## config.mk

```make
export PLATFORM = sky130hd
export DESIGN_NAME = dot_product_sequencer_flat
export DESIGN_NICKNAME = d
export VERILOG_FILES = /design/src/rtl/dot_product_sequencer_if.sv /design/src/rtl/dot_product_sequencer.sv /design/src/flat_wrapper.sv
export SDC_FILE = /design/constraint.sdc
export NUM_CORES = 1
export LEC_CHECK = 0
export CELL_PAD_IN_SITES_DETAIL_PLACEMENT = 2
export CELL_PAD_IN_SITES_GLOBAL_PLACEMENT = 2
export CORE_ASPECT_RATIO = 1.1
export CORE_UTILIZATION = 16
export DETAILED_ROUTE_END_ITERATION = 10
export PLACE_DENSITY_LB_ADDON = 0.1
export SYNTH_ARGS = -nofsm -noshare
export SYNTH_HDL_FRONTEND = slang
export SYNTH_SLANG_ARGS = --single-unit
```

## constraint.sdc

```tcl
create_clock -name clk -period 2.05 [get_ports clk]
set_input_delay 0.41 -clock clk [delete_from_list [all_inputs] [get_ports clk]]
set_output_delay 0.41 -clock clk [all_outputs]
set_load 0.01 [all_outputs]
```

## src/rtl/dot_product_sequencer_if.sv

```systemverilog
// -----------------------------------------------------------------------------
// dot_product_sequencer_if
//   Stream bundle for the dot-product sequencer.
//     - Input chunk stream (source -> sequencer):
//         in_valid, in_ready, in_data[63:0], in_weights[63:0]
//         lane i of in_data/in_weights is bits [16i+15:16i]
//     - Result stream (sequencer -> consumer):
//         out_valid, out_ready, out_result[ACC_W-1:0]
//   Modports:
//     master : the environment side (drives chunks, accepts results)
//     slave  : the sequencer side
// -----------------------------------------------------------------------------
interface dot_product_sequencer_if #(
    parameter int unsigned ACC_W = 32
) ();
    logic             in_valid;
    logic             in_ready;
    logic [63:0]      in_data;
    logic [63:0]      in_weights;
    logic             out_valid;
    logic             out_ready;
    logic [ACC_W-1:0] out_result;

    modport master (
        output in_valid, in_data, in_weights, out_ready,
        input  in_ready, out_valid, out_result
    );

    modport slave (
        input  in_valid, in_data, in_weights, out_ready,
        output in_ready, out_valid, out_result
    );
endinterface

```

## src/rtl/dot_product_sequencer.sv

```systemverilog
// -----------------------------------------------------------------------------
// dot_product_sequencer
//   Job-level controller for an external 4-lane pipelined multiply-sum
//   datapath. A job of num_chunks 4-element chunks is accepted over the input
//   stream, each accepted chunk is passed to the datapath, the per-chunk
//   datapath results are accumulated LATENCY cycles later, and the final sum
//   is offered on the result stream.
//
//   Parameters:
//     LATENCY : cycles from issue to the cycle dp_result is valid (>=1)
//     CNT_W   : width of num_chunks
//     ACC_W   : accumulator/result width (>=16)
//
//   Ports:
//     clk        : clock, rising edge
//     rst        : synchronous active-high reset
//     start      : begin a job (sampled only in IDLE)
//     num_chunks : chunk count, sampled with start
//     busy       : high whenever not IDLE
//     bus        : chunk input stream and result output stream (slave side)
//     dp_data    : datapath data, pass-through of bus.in_data
//     dp_weights : datapath weights, pass-through of bus.in_weights
//     dp_result  : per-chunk datapath result
//
//   Build option:
//     ACC_SATURATE_EN : when defined, accumulation saturates at all-ones
//                       instead of wrapping modulo 2^ACC_W.
// -----------------------------------------------------------------------------
module dot_product_sequencer #(
    parameter int unsigned LATENCY = 2,
    parameter int unsigned CNT_W   = 8,
    parameter int unsigned ACC_W   = 32
) (
    input  logic                 clk,
    input  logic                 rst,
    input  logic                 start,
    input  logic [CNT_W-1:0]     num_chunks,
    output logic                 busy,
    dot_product_sequencer_if.slave bus,
    output logic [63:0]          dp_data,
    output logic [63:0]          dp_weights,
    input  logic [15:0]          dp_result
);

    typedef enum logic [1:0] {
        IDLE,
        FEED,
        DRAIN,
        DONE
    } state_t;

    state_t             state_q, state_d;
    logic [CNT_W-1:0]   remaining_q, remaining_d;
    logic [ACC_W-1:0]   acc_q, acc_d;
    logic [LATENCY-1:0] pipe_v_q, pipe_v_d;
    logic [ACC_W-1:0]   acc_sum;
    logic               issue;
    logic               acc_en;
    logic               job_start;

    // ------------------------------------------------------------------
    // Datapath pass-through
    // ------------------------------------------------------------------
    assign dp_data    = bus.in_data;
    assign dp_weights = bus.in_weights;

    assign issue     = bus.in_valid && bus.in_ready;
    assign acc_en    = pipe_v_q[LATENCY-1];
    assign job_start = (state_q == IDLE) && start;

    // In-flight tracker: bit k set means a chunk issued k+1 cycles ago.
    generate
        if (LATENCY > 1) begin : g_shift
            assign pipe_v_d = {pipe_v_q[LATENCY-2:0], issue};
        end else begin : g_single
            assign pipe_v_d = issue;
        end
    endgenerate

    // ------------------------------------------------------------------
    // Accumulator adder
    // ------------------------------------------------------------------
`ifdef ACC_SATURATE_EN
    logic [ACC_W:0] sum_full;

    always_comb begin
        sum_full = {1'b0, acc_q} + {{(ACC_W - 15){1'b0}}, dp_result};
        // A carry out means the true sum left the range: clamp. Once at
        // all-ones any further nonzero add carries again, so it stays put.
        acc_sum  = sum_full[ACC_W] ? '1 : sum_full[ACC_W-1:0];
    end
`else
    always_comb begin
        acc_sum = acc_q + {{(ACC_W - 16){1'b0}}, dp_result};
    end
`endif

    // ------------------------------------------------------------------
    // FSM: state register
    // ------------------------------------------------------------------
    always_ff @(posedge clk) begin
        if (rst) begin
            state_q <= IDLE;
        end else begin
            state_q <= state_d;
        end
    end

    // ------------------------------------------------------------------
    // FSM: next-state logic
    // ------------------------------------------------------------------
    always_comb begin
        state_d = state_q;
        unique case (state_q)
            IDLE: begin
                if (start) begin
                    state_d = (num_chunks == '0) ? DONE : FEED;
                end
            end
            FEED: begin
                if (issue && (remaining_q == CNT_W'(1))) begin
                    state_d = DRAIN;
                end
            end
            DRAIN: begin
                // Leave once the tracker empties at this edge, i.e. the
                // edge that performs the final accumulation.
                if (pipe_v_d == '0) begin
                    state_d = DONE;
                end
            end
            DONE: begin
                if (bus.out_ready) begin
                    state_d = IDLE;
                end
            end
            default: state_d = IDLE;
        endcase
    end

    // ------------------------------------------------------------------
    // FSM: outputs
    // ------------------------------------------------------------------
    always_comb begin
        busy           = (state_q != IDLE);
        bus.in_ready   = (state_q == FEED);
        bus.out_valid  = (state_q == DONE);
        bus.out_result = (state_q == DONE) ? acc_q : '0;
    end

    // ------------------------------------------------------------------
    // Job counters and accumulator
    // ------------------------------------------------------------------
    always_comb begin
        acc_d       = acc_q;
        remaining_d = remaining_q;
        if (job_start) begin
            acc_d       = '0;
            remaining_d = num_chunks;
        end else begin
            if (issue) begin
                remaining_d = remaining_q - CNT_W'(1);
            end
            if (acc_en) begin
                acc_d = acc_sum;
            end
        end
    end

    always_ff @(posedge clk) begin
        if (rst) begin
            acc_q       <= '0;
            remaining_q <= '0;
            pipe_v_q    <= '0;
        end else begin
            acc_q       <= acc_d;
            remaining_q <= remaining_d;
            pipe_v_q    <= pipe_v_d;
        end
    end

endmodule
```

## src/flat_wrapper.sv

```systemverilog
// flat-port wrapper written by rule: the top's interface ports become plain ports
module dot_product_sequencer_flat 
#(
    parameter int unsigned LATENCY = 2,
    parameter int unsigned CNT_W   = 8,
    parameter int unsigned ACC_W   = 32
)
  (clk, rst, start, num_chunks, busy, dp_data, dp_weights, dp_result, bus_in_valid, bus_in_data, bus_in_weights, bus_out_ready, bus_in_ready, bus_out_valid, bus_out_result);
  dot_product_sequencer_if #(.ACC_W(ACC_W)) bus_i ();
  input  logic clk;
  input  logic rst;
  input  logic start;
  input  logic [CNT_W-1:0] num_chunks;
  output logic busy;
  output logic [63:0] dp_data;
  output logic [63:0] dp_weights;
  input  logic [15:0] dp_result;
  input wire logic [$bits(bus_i.in_valid)-1:0] bus_in_valid;
  input wire logic [$bits(bus_i.in_data)-1:0] bus_in_data;
  input wire logic [$bits(bus_i.in_weights)-1:0] bus_in_weights;
  input wire logic [$bits(bus_i.out_ready)-1:0] bus_out_ready;
  output wire logic [$bits(bus_i.in_ready)-1:0] bus_in_ready;
  output wire logic [$bits(bus_i.out_valid)-1:0] bus_out_valid;
  output wire logic [$bits(bus_i.out_result)-1:0] bus_out_result;
  assign bus_i.in_valid = bus_in_valid;
  assign bus_i.in_data = bus_in_data;
  assign bus_i.in_weights = bus_in_weights;
  assign bus_i.out_ready = bus_out_ready;
  assign bus_in_ready = bus_i.in_ready;
  assign bus_out_valid = bus_i.out_valid;
  assign bus_out_result = bus_i.out_result;
  dot_product_sequencer #(.LATENCY(LATENCY), .CNT_W(CNT_W), .ACC_W(ACC_W)) u_core (.clk(clk), .rst(rst), .start(start), .num_chunks(num_chunks), .busy(busy), .bus(bus_i), .dp_data(dp_data), .dp_weights(dp_weights), .dp_result(dp_result));
endmodule
```

==> key figures <==
Outcome
  – Run status: finished, violations left
  – Violations in the final reports: negative setup slack

Worst setup path
  – Reg-to-reg endpoint: u_core.acc_q[21]$_SDFFE_PP0P_
  – FF-to-FF Start: u_core.acc_q[0]$_SDFFE_PP0P_
  – Setup crit end: u_core.acc_q[21]$_SDFFE_PP0P_
  – Launch point of the critical path: dp_result[0]
  – Path type of the worst setup path: primary input to register
  – Critical path data required time: 2240 ps
  – Worst R2R Setup Slack: -90 ps
  – CP max FO: 5
  – Depth of the most critical reg-to-reg path: 8
  – Data arrival time at the worst-slack endpoint: 2340 ps
  – Endpoint type of the worst setup path: register
  – Critical Path Start Type: primary input

Yosys
  – Top_reg_cell synth: dfxtp_1
  – Async SR Flop Fraction: 0%
  – Netlist cell types: 60
  – Average footprint of a synthesized cell: 7.98 um2
  – Flip-flop and latch count after synthesis: 44
  – Share of the synthesized area in the top cell type: 22.6%
  – Most common library cells after synthesis: 131 x buf_4, 44 x dfxtp_1, 34 x and2_1, 31 x nand2_1, 29 x nor2_1
  – Syn Inst Count: 545
  – Mapped Nets: 726
  – Number of enable flip-flop cells after synthesis: 0
  – Netlist area before placement: 0.00435 mm2
  – Top cells by area in the synthesized netlist: buf_4 23%, dfxtp_1 20%, ha_1 6.6%
  – Warnings from Yosys: 0
  – Part of the Yosys area used for sequential elements: 20.3%
  – Leading area contributor after synthesis: buf_4
  – Most frequent cell after synthesis: buf_4

Clock network
  – # H-tree levels: 2
  – Clock network latency to the later pin of the worst-skew pair: 310 ps
  – Hold-fix buffer count after cts: 0
  – Clock tree from TritonCTS: done
  – Worst-case clock buffer depth: 2
  – Clock transition at the registers of the reported paths: 70 ps
  – Clock Sinks: 44
  – Number of buffers inserted during clock tree synthesis: 5
  – Buffer type at the clock tree root: clkbuf_16

STA
  – Fin worst setup slack: -94.8 ps
  – Final-layout setup total negative slack: -323 ps
  – Final hold violations: 0
  – Clock Skew: 7.65 ps
  – Final setup violation count: 11
  – Share of the clock period used by the worst path: 105%
  – Worst slew slack as a fraction of its limit: 70.2%
  – Unrepaired setup endpoints after global routing: true
  – Worst-margin pin slew: 443 ps
  – Maximum clock frequency: 466 MHz
  – Fin. max-slew vios: 0
  – Final critical delay including setup and external delays: 2140 ps

Place
  – IO Port Bufs: 63
  – Routability cong.: 0.713
  – Detailed-placement wirelength estimate: 11.4 mm
  – Worst slack at placement: -719 ps
  – Cell area after placement: 0.00504 mm2

Finish
  – Number of nets in the layout: 736
  – Antenna cells: 0
  – Fraction of layout cells with a size suffix above 1: 32.2%
  – Final core occ: 21.6%
  – Syn-to-layout area delta: 30.8%
  – Final instance area: 0.00568 mm2

Drt
  – Total via count after detailed routing: 3,692
  – Total wirelength of the detailed-routed design: 14.9 mm
  – Number of DRC markers after the initial detailed-route iteration: 83
  – DRC errors left: 0
  – Mean number of vias per cell: 4.07
  – Iteration count of the initial detailed-routing pass: 4
  – Routed WL per cell: 16.4 um
  – Number of routed nets with antenna violations: 0

Global route
  – Total congestion overflow after global routing: 0
  – Number of global-route vias before repair: 4,250
  – Tot GR Track Use: 10.9%
  – Fraction of met2 tracks used by global routing: 19.1%
  – First-pass GRT wire length: 23.8 mm
  – Met1 track demand over resource in global routing: 13.0%
  – Initial antenna violation count: 0
  – Busiest metal layer after global routing: met2
  – Met3 usage: 2.21%
  – Pin count of the biggest net entering global routing: 25

Floorplan
  – Initial core utilization: 16.5%
  – Standard cell core area: 0.0264 mm2
  – Area of the die: 0.0278 mm2
  – Number of placement rows: 62
  – Die W: 159 um
  – Boundary Pins: 320
  – Y dimension of the die: 175 um

Job
  – Count of max-cap constraint violations: 0

Pwr
  – Static Leak: 0.00233 uW
  – Power per cell area: 587 mW/mm2
  – Worst vdd rail ir drop: 0.434 mV

Min path
  – Class of the most critical hold timing path: register to register
worst min path at each step:
stage,slack (ps),to,from,depth (start not counted)
finish,490,u_core.pipe_v_q[1]$_SDFF_PP0_,u_core.pipe_v_q[0]$_SDFF_PP0_,1
global route,510,u_core.pipe_v_q[1]$_SDFF_PP0_,u_core.pipe_v_q[0]$_SDFF_PP0_,1
CTS,500,u_core.pipe_v_q[1]$_SDFF_PP0_,u_core.pipe_v_q[0]$_SDFF_PP0_,1
detailed placement,480,u_core.acc_q[31]$_SDFFE_PP0P_,u_core.acc_q[31]$_SDFFE_PP0P_,2
global placement,470,u_core.acc_q[31]$_SDFFE_PP0P_,u_core.acc_q[31]$_SDFFE_PP0P_,2
floorplan,440,u_core.pipe_v_q[1]$_SDFF_PP0_,u_core.pipe_v_q[0]$_SDFF_PP0_,1
worst max-delay path, stage by stage:
cell,delay (ps)
clkdlybuf4s15_1,210
ha_4,190
buf_4,140
a211oi_4,300
o211ai_2,140
a31o_4,270
o21a_4,240
o21ai_2,140
mux2_4,310
flip-flops by register name (all words and copies together), names as in the netlist:
signal	count
u_core.remaining_q	8
u_core.acc_q	32
u_core.state_q	2
u_core.pipe_v_q	2
area by class of cell:
type                    instances  area, um2
fillers                      3054      20700
multi-input cells             334       2760
repair buffers                159       1390
flip-flops and latches         44        891
well taps                     352        440
clock buffers                   5        125
clock inverters                 3       42.5
inverters                      11       41.3
per-layer routing:
| metal | vias up | share of wire, % |
|---|---|---|
| met1 | 1778 | 45 |
| met5 | - | 0 |
| li1 | 1782 | - |
| met3 | 40 | 4.2 |
| met2 | 92 | 49 |
| met4 | 0 | 1.9 |
cell usage in the layout (no fill, tap or decap), types with 6 or more instances in the layout:
cell type	instances
nor4_1	8
a21o_1	8
dlygate4sd2_1	39
and2_1	34
a21oi_1	14
nor2_1	29
buf_6	7
nand2_1	29
a21oi_2	7
nand2b_1	9
o2111ai_2	7
ha_4	16
mux2i_1	14
inv_1	11
clkdlybuf4s50_1	17
o21ai_0	6
nand3_1	26
nor3_1	9
xor2_1	6
a211oi_1	12
xnor2_1	9
nand4_1	10
dfxtp_1	40
a31oi_1	7
buf_4	85
logic make-up (layout without fill, tap and decap cells):
kind of cell             count (synthesis)  count (layout)  synth area share, %
flip-flops                              44              44                 20.3
XOR/XNOR                                19              19                 3.83
buffers and inverters                  167             178                 26.5
adder cells (fa/ha/maj)                 24              24                 7.08
multiplexers                            15              15                 3.48
AO/OA/AOI/OAI                          101             101                 17.2
AND/OR/NAND/NOR                        175             175                 21.7
stage by stage:
stage / power (uW) / cells / hold slack [ps]
2_1_floorplan: 1980 / 545 / 438
3_3_place_gp: 2250 / 890 / 466
3_5_place_dp: 2260 / 890 / 483
4_1_cts: 3420 / 905 / 499
5_1_grt: 3600 / 908 / 505
6_report: 3330 / 908 / 489
report_power, final:
group	switching (uW)	leakage [uW]	total, uW	internal (uW)
sequential	102	0.000359	1050	952
clock	416	0.0000798	991	575
combinational	695	0.00189	1290	596
repair_timing:
item                       4_1_cts  5_1_grt
gates resized for setup        102       27
gates cloned                     1        0
pin swaps                       35       24
setup buffers                    6        3
setup endpoints to repair       61       26
(Power assumes the default switching activity.)
